## config.mk

```make
export PLATFORM = sky130hd
export DESIGN_NAME = seq_detector_param
export DESIGN_NICKNAME = d
export VERILOG_FILES = /design/src/rtl/seq_detector_param.sv
export SDC_FILE = /design/constraint.sdc
export NUM_CORES = 1
export LEC_CHECK = 0
export CORE_ASPECT_RATIO = 1.4
export CORE_MARGIN = 1
export CORE_UTILIZATION = 40
export CTS_CLUSTER_SIZE = 12
export DETAILED_ROUTE_END_ITERATION = 7
export HOLD_SLACK_MARGIN = 0.1
export PLACE_DENSITY = 0.74
export REMOVE_ABC_BUFFERS = 1
export SYNTH_ARGS = -nofsm -noshare
export SYNTH_HDL_FRONTEND = slang
export SYNTH_SLANG_ARGS = --single-unit
export TNS_END_PERCENT = 50
```

## constraint.sdc

```tcl
create_clock -name clock -period 3.7 [get_ports clock]
set_input_delay 0.37 -clock clock [delete_from_list [all_inputs] [get_ports clock]]
set_output_delay 0.37 -clock clock [all_outputs]
set_load 0.05 [all_outputs]
```

## src/rtl/seq_detector_param.sv

```systemverilog
// Runtime-configurable Moore serial-pattern detector with saturating match counter; detector_out is 1 cycle after the final bit.
// No backpressure: bits are consumed whenever in_valid is high, and idle cycles hold the history.
module seq_detector_param #(
    parameter int PAT_W = 8,
    parameter int CNT_W = 16,
    parameter int LEN_W = $clog2(PAT_W + 1)
) (
    input  logic             clock,
    input  logic             reset,
    input  logic             sequence_in,
    input  logic             in_valid,
    input  logic             cfg_load,
    input  logic [PAT_W-1:0] cfg_pattern,
    input  logic [LEN_W-1:0] cfg_len,
    input  logic             cfg_overlap,
    input  logic             clear_count,
    output logic             detector_out,
    output logic [CNT_W-1:0] match_count,
    output logic             cfg_err
);

    localparam logic [LEN_W-1:0] LEN_MAX = LEN_W'(PAT_W);
    localparam logic [CNT_W-1:0] CNT_MAX = {CNT_W{1'b1}};

    logic [PAT_W-1:0] hist;
    logic [PAT_W-1:0] pat;
    logic [LEN_W-1:0] fill;
    logic [LEN_W-1:0] len;
    logic             overlap;

    logic [PAT_W-1:0] hist_next;
    logic [PAT_W-1:0] mask;
    logic [LEN_W-1:0] fill_inc;
    logic             match;

    assign hist_next = {hist[PAT_W-2:0], sequence_in};
    assign fill_inc  = (fill == LEN_MAX) ? fill : fill + 1'b1;

    // Only the low len bits of history and pattern take part in the compare.
    always_comb begin
        mask = '0;
        for (int i = 0; i < PAT_W; i++) begin
            mask[i] = (LEN_W'(i) < len);
        end
    end

    assign match = in_valid && !cfg_load && !cfg_err && (fill_inc >= len) &&
                   (((hist_next ^ pat) & mask) == '0);

    always_ff @(posedge clock) begin
        if (!reset) begin
            hist         <= '0;
            fill         <= '0;
            pat          <= '0;
            len          <= '0;
            overlap      <= 1'b1;
            detector_out <= 1'b0;
            cfg_err      <= 1'b1;
        end else if (cfg_load) begin
            pat          <= cfg_pattern;
            len          <= cfg_len;
            overlap      <= cfg_overlap;
            cfg_err      <= (cfg_len == '0) || (cfg_len > LEN_MAX);
            hist         <= '0;
            fill         <= '0;
            detector_out <= 1'b0;
        end else if (in_valid) begin
            hist         <= hist_next;
            // Non-overlapping mode restarts the fill so the next match needs len fresh bits.
            fill         <= (match && !overlap) ? '0 : fill_inc;
            detector_out <= match;
        end else begin
            detector_out <= 1'b0;
        end
    end

    always_ff @(posedge clock) begin
        if (!reset) begin
            match_count <= '0;
        end else if (clear_count) begin
            match_count <= '0;
        end else if (match && (match_count != CNT_MAX)) begin
            match_count <= match_count + 1'b1;
        end
    end

endmodule

```

**Word level (Yosys, flattened, before mapping)**

Index checks and enable logic that the tools add are counted.

- Bits in registers: 42
- Latch bits: 0
- Bits in writable memories: 0
- Memory bits (read-only): 0
- Input bits: 19
- Output and inout port bits: 18
- Memories: 0

- Add/sub/neg operators: 2
- Multipliers: 0
- Divide/modulo/power cells: 0
- $lt $le $gt $ge: 10
- Equality and inequality tests: 2
- Shifts and indexed selects: 0
- Multiplexer cells: 2
- Bitwise gates (word level): 4
- Reductions and logical operators: 15

Operators with widths:

| operator | count |
|---|---|
| 16-bit by 1-bit adder with 16-bit output (second input constant) | 1 |
| 3-bit by 4-bit less-than comparator with 1-bit output (first input constant) | 4 |
| 16-bit inequality test (second input constant) | 1 |
| 8-bit AND | 1 |
| 8-bit logical NOT | 1 |
| 1-bit by 4-bit less-than comparator with 1-bit output (first input constant) | 2 |
| 2-bit by 4-bit less-than comparator with 1-bit output (first input constant) | 2 |
| 4-bit 2-to-1 mux | 2 |
| 8-bit bitwise XOR | 1 |
| 1-bit logical AND | 6 |
| 4-bit by 1-bit adder with 4-bit output (second input constant) | 1 |
| 4-bit equality test (second input constant) | 1 |
| 4-bit >= comparator | 1 |
| 4-bit > comparator (second input constant) | 1 |
| 4-bit logical NOT | 1 |
| 2-bit OR reduction | 2 |
| 1-bit logical NOT | 3 |
| 3-bit OR reduction | 1 |
| 1-bit inverter | 2 |
| 1-bit logical OR | 1 |

**Longest topological paths before layout**

- Depth after elaboration: 7
- Depth in mapped cells: 13
- Depth with buffers taken out: 12

**Least setup slack after synthesis**

OpenSTA, ideal clock, no wires.

- Kind: reg2reg
- Start: register fill[0]
- End: register match_count[0]
- Setup time: 0.128 ns
- Data arrival time: 2.545 ns
- Path slack: 1.028 ns
- Stages on the path, launching flop included: 13
- Period minus slack after synthesis: 2.672 ns
- Cells stage by stage: dfxtp_1 -> inv_1 -> ha_1 -> nand3b_1 -> xnor2_1 -> ha_1 -> nand2b_1 -> a2111oi_0 -> nor4_4 -> nand3_2 -> buf_2 -> xor2_1 -> nor2_1

- Cells in the longest elaborated chain, start to end: 6
- Elaborated cells between the ends (all ways): 7
- Classes of those cells: add/sub: 1; order compare: 1; eq/ne: 1; mux: 1; reduce/logical: 3

Ends and longest elaborated chain:

| what | RTL line | source |
|---|---|---|
| from (decl) | 27 | `logic [LEN_W-1:0] fill;` |
| from (signal assigned) | 70 | `fill <= (match && !overlap) ? '0 : fill_inc;` |
| 4-bit by 1-bit adder with 4-bit output / 4-bit equality test (equally long branches) | 37 | `assign fill_inc = (fill == LEN_MAX) ? fill : fill + 1'b1;` |
| 4-bit 2-to-1 mux (*) | 37 |  |
| 4-bit >= comparator (*) | 47 | `assign match = in_valid && !cfg_load && !cfg_err && (fill_inc >= len) &&` |
| 1-bit logical AND (*) (2 in series) | 47 |  |
| 1-bit logical AND (*) | 82 | `end else if (match && (match_count != CNT_MAX)) begin` |
| to (signal assigned) | 83 | `match_count <= match_count + 1'b1;` |
| to (decl) | 18 | `output logic [CNT_W-1:0] match_count,` |

Every way passes the cells marked *; elsewhere a longest branch is shown, timed or not.
A chain may end at the register's enable or synchronous reset.

**Worst setup path after layout**

- Start: register fill[0]
- End: register fill[2]

- Cells in the longest elaborated chain, start to end: 7
- Elaborated cells between the ends (all ways): 8
- Classes of those cells: add/sub: 1; order compare: 1; eq/ne: 1; mux: 2; reduce/logical: 3

Ends and longest elaborated chain:

| what | RTL line |
|---|---|
| 4-bit by 1-bit adder with 4-bit output / 4-bit equality test (equally long branches) | 37 |
| 4-bit 2-to-1 mux (*) | 37 |
| 4-bit >= comparator | 47 |
| 1-bit logical AND (2 in series) | 47 |
| 1-bit logical AND | 70 |
| 4-bit 2-to-1 mux (*) | 70 |

Marked as above.

==> results.toml <==
[timing]
post-route-min-period_ns = 2.92
rsz0062_at_grt = "false"
worst_slew_pin_slew_ns = 0.764
relSlewSlack_pct = 47.8
skew_ns = 0.00454
clock.fmax_mhz = 342
setup_tns_ns = 0
hold_ws_ns = 0.492
period_share_pct = 79.0
drv_slew = 0
hold_viol = 0
setup_violations = 0

[detailed_routing]
dr.pass1.iters = 4
drc_errors = 0
routed_wl_microns = 4170
vias = 1770
drt_iter0_drc = 84
ant_nets = 0
viasPerCell = 5.27
wl_per_cell_microns = 12.4

[clock_network]
ctsHtreeMaxLevel = 2
numCtsBuffers = 5
ctsHoldBuffers = 0
cts_buffer_depth = 2
cts_resized = 0
cts-root-buf = "clkbuf_8"
insertion_delay_ns = 0.29
cts_tree = "yes"
postCtsSetupBuffers = 0
clkSinkCount = 42
path_clk_slew_ns = 0.08

[finish]
regArea_sq_um = 841
antenna_cells = 0
multi_input_area_sq_mm = 0.00118
fin_nets = 296
fillers = 486
area_delta_synth_final_pct = 22.7
drive_gt1_share_pct = 4.44

[worst_setup_path]
crit_type = "reg -> reg"
end_kind = "flop"
worst_ep_required_time_ns = 3.90
critPathMostFrequentCell = "ha_1"
crit_buf_inv = 1
crit_chain = "inv_1 -> ha_1 -> nand3b_1 -> xnor2_1 -> ha_1 -> nand2b_1 -> a2111oi_0 -> nor4_4 -> nand2_2 -> nor2_1 -> o32ai_1"
crit_path_start_kind = "flop"
crit_arrival_ns = 3.13
critPathMaxFanout = 11
critPathSlowestCell = "a2111oi_0"
slowest_delay_ns = 0.71
crit_family = "compound AO/OA/AOI/OAI gates"

[synthesis]
syn_avg_cell_area_sq_um = 9.05
synth_top_area_share_pct = 39.6
synth_cell_type_count = 44
ys_warn_count = 0
async_flop_share_pct = 0
synth_edf_count = 0
ys_seq_area_share_pct = 39.6
ys_top_cells_by_area = "dfxtp_1 40%, mux2i_1 9.9%, xnor2_1 4.9%"
yosys-top-cells-count = "42 x dfxtp_1, 21 x mux2i_1, 14 x inv_1, 14 x nor2_1, 14 x nor2b_1"
synth_largest_area_cell = "dfxtp_1"
syn-cell-area_sq_mm = 0.00213
synth_cells = 235
ys_ff_latch = 42
yosysMostFrequentCell = "dfxtp_1"
synth-main-ff-cell = "dfxtp_1"

[pwr]
pwr-share-clk_pct = 33.2
power.total_mw = 0.845
pwr-share-comb_pct = 10.8
power_switching_mw = 0.205
vdd_ir_drop_max_mv = 0.222
p_int_mw = 0.640
switching_share_pct = 24.3
power_density_mw_per_mm2 = 324
seq_power_share_pct = 55.9
p_leak_nw = 0.875

[job]
cap_violations = 0

[grt]
antenna_found_initial = 0
gr-usage-met2_pct = 28.7
grt_pass1_wl_microns = 6820
grt_use_met1_pct = 16.7
grt.total_usage_pct = 15.5
grt_busiest_layer = "met2"
grt_start_max_net_pins = 19
overflow = 0
grt_pass1_vias = 1586
grt_use_met3_pct = 3.99

[die]
initial_core_util_pct = 41.2
die_y_microns = 88.3
coreArea_sq_mm = 0.00516
design.die.area_sq_mm = 0.00561
io_pins = 37
die_w_microns = 63.6
std_cell_rows = 31

[status]
outcome = "finished clean"

[placed_design]
hpwl_microns = 3140
gp_congestion = 0.831
io_buffers = 36

[worst_hold_path]
hold_path.class = "reg -> reg"
-- tightest hold or removal path, stage by stage (launching register included) --
cell	delay, ns
dfxtp_1	0.34
mux2i_1	0.07
nand2_1	0.06
-- layout make-up --
class,count,area share (%)
Sequential cell,42,32.2
Clock buffer,7,2.93
Tap cell,66,3.17
Multi-Input combinational cell,169,45.3
Inverter,14,2.01
Timing Repair Buffer,38,14.4
-- layer usage --
layer	up-vias	wire length, microns
met5	-	0
met4	0	44
met3	5	147
met2	41	2180
met1	818	1800
li1	906	-
-- sequential cells by signal, indices dropped and copies added, names as in the netlist --
register / count
detector_out: 1
match_count: 16
len: 4
hist: 7
fill: 4
cfg_err: 1
overlap: 1
pat: 8
-- kinds of logic (layout without fill, tap and decap cells) --
| kind of cell | count (synthesis) | after routing | share of synthesized area (%) |
|---|---|---|---|
| simple gates | 84 | 84 | 22.4 |
| compound gates | 43 | 43 | 13.4 |
| flops | 42 | 42 | 39.6 |
| buf+inv | 24 | 59 | 4.89 |
| mux | 21 | 21 | 9.89 |
| xor+xnor | 14 | 14 | 5.77 |
| fa+ha+maj | 7 | 7 | 4.12 |
-- final timing paths --
check | startpoint | to | slack, ns | cells past startpoint
worst max-delay path | fill[0]$_SDFFE_PP0P_ | fill[2]$_SDFFE_PP0P_ | 0.78 | 11
worst min register to register | overlap$_SDFFE_PN1P_ | overlap$_SDFFE_PN1P_ | 0.49 | 2
worst min-delay path | overlap$_SDFFE_PN1P_ | overlap$_SDFFE_PN1P_ | 0.49 | 2
worst max register to register | fill[0]$_SDFFE_PP0P_ | fill[2]$_SDFFE_PP0P_ | 0.78 | 11
-- power groups by stage --
stage	clock network [mW]	logic (mW)	registers, mW
2_1_floorplan	0	0.0484	0.484
3_3_place_gp	0	0.0902	0.484
3_5_place_dp	0	0.0921	0.484
4_1_cts	0.286	0.0922	0.473
5_1_grt	0.306	0.100	0.475
6_report	0.281	0.0915	0.473
-- placed cells by master (no fill, tap or decap), types with 2 or more instances in the layout --
cell,instances
nand4_1,3
o21ai_0,8
nor4_1,2
nor3_1,2
clkbuf_1,2
or3_1,6
xor2_1,2
clkdlybuf4s50_1,36
clkbuf_8,5
ha_1,7
xnor2_1,12
dfxtp_1,42
nor2_1,14
inv_1,14
o31ai_1,8
nand3_1,11
nor2b_1,14
nand2b_1,5
nand2_1,13
a21oi_1,13
o32ai_1,4
or4_1,5
mux2i_1,21
buf_4,2
-- metrics by stage --
stage	setup WS [ns]	instance area, sq um	utilization, %	std cells
global placement	0.904	2530	49.1	329
floorplan	1.05	2070	-	225
global route	0.543	2610	50.6	336
CTS	0.783	2610	50.6	336
finish	0.776	2610	50.6	336
detailed placement	0.746	2530	49.1	329
Note: power is estimated with default switching activity, not from simulation.
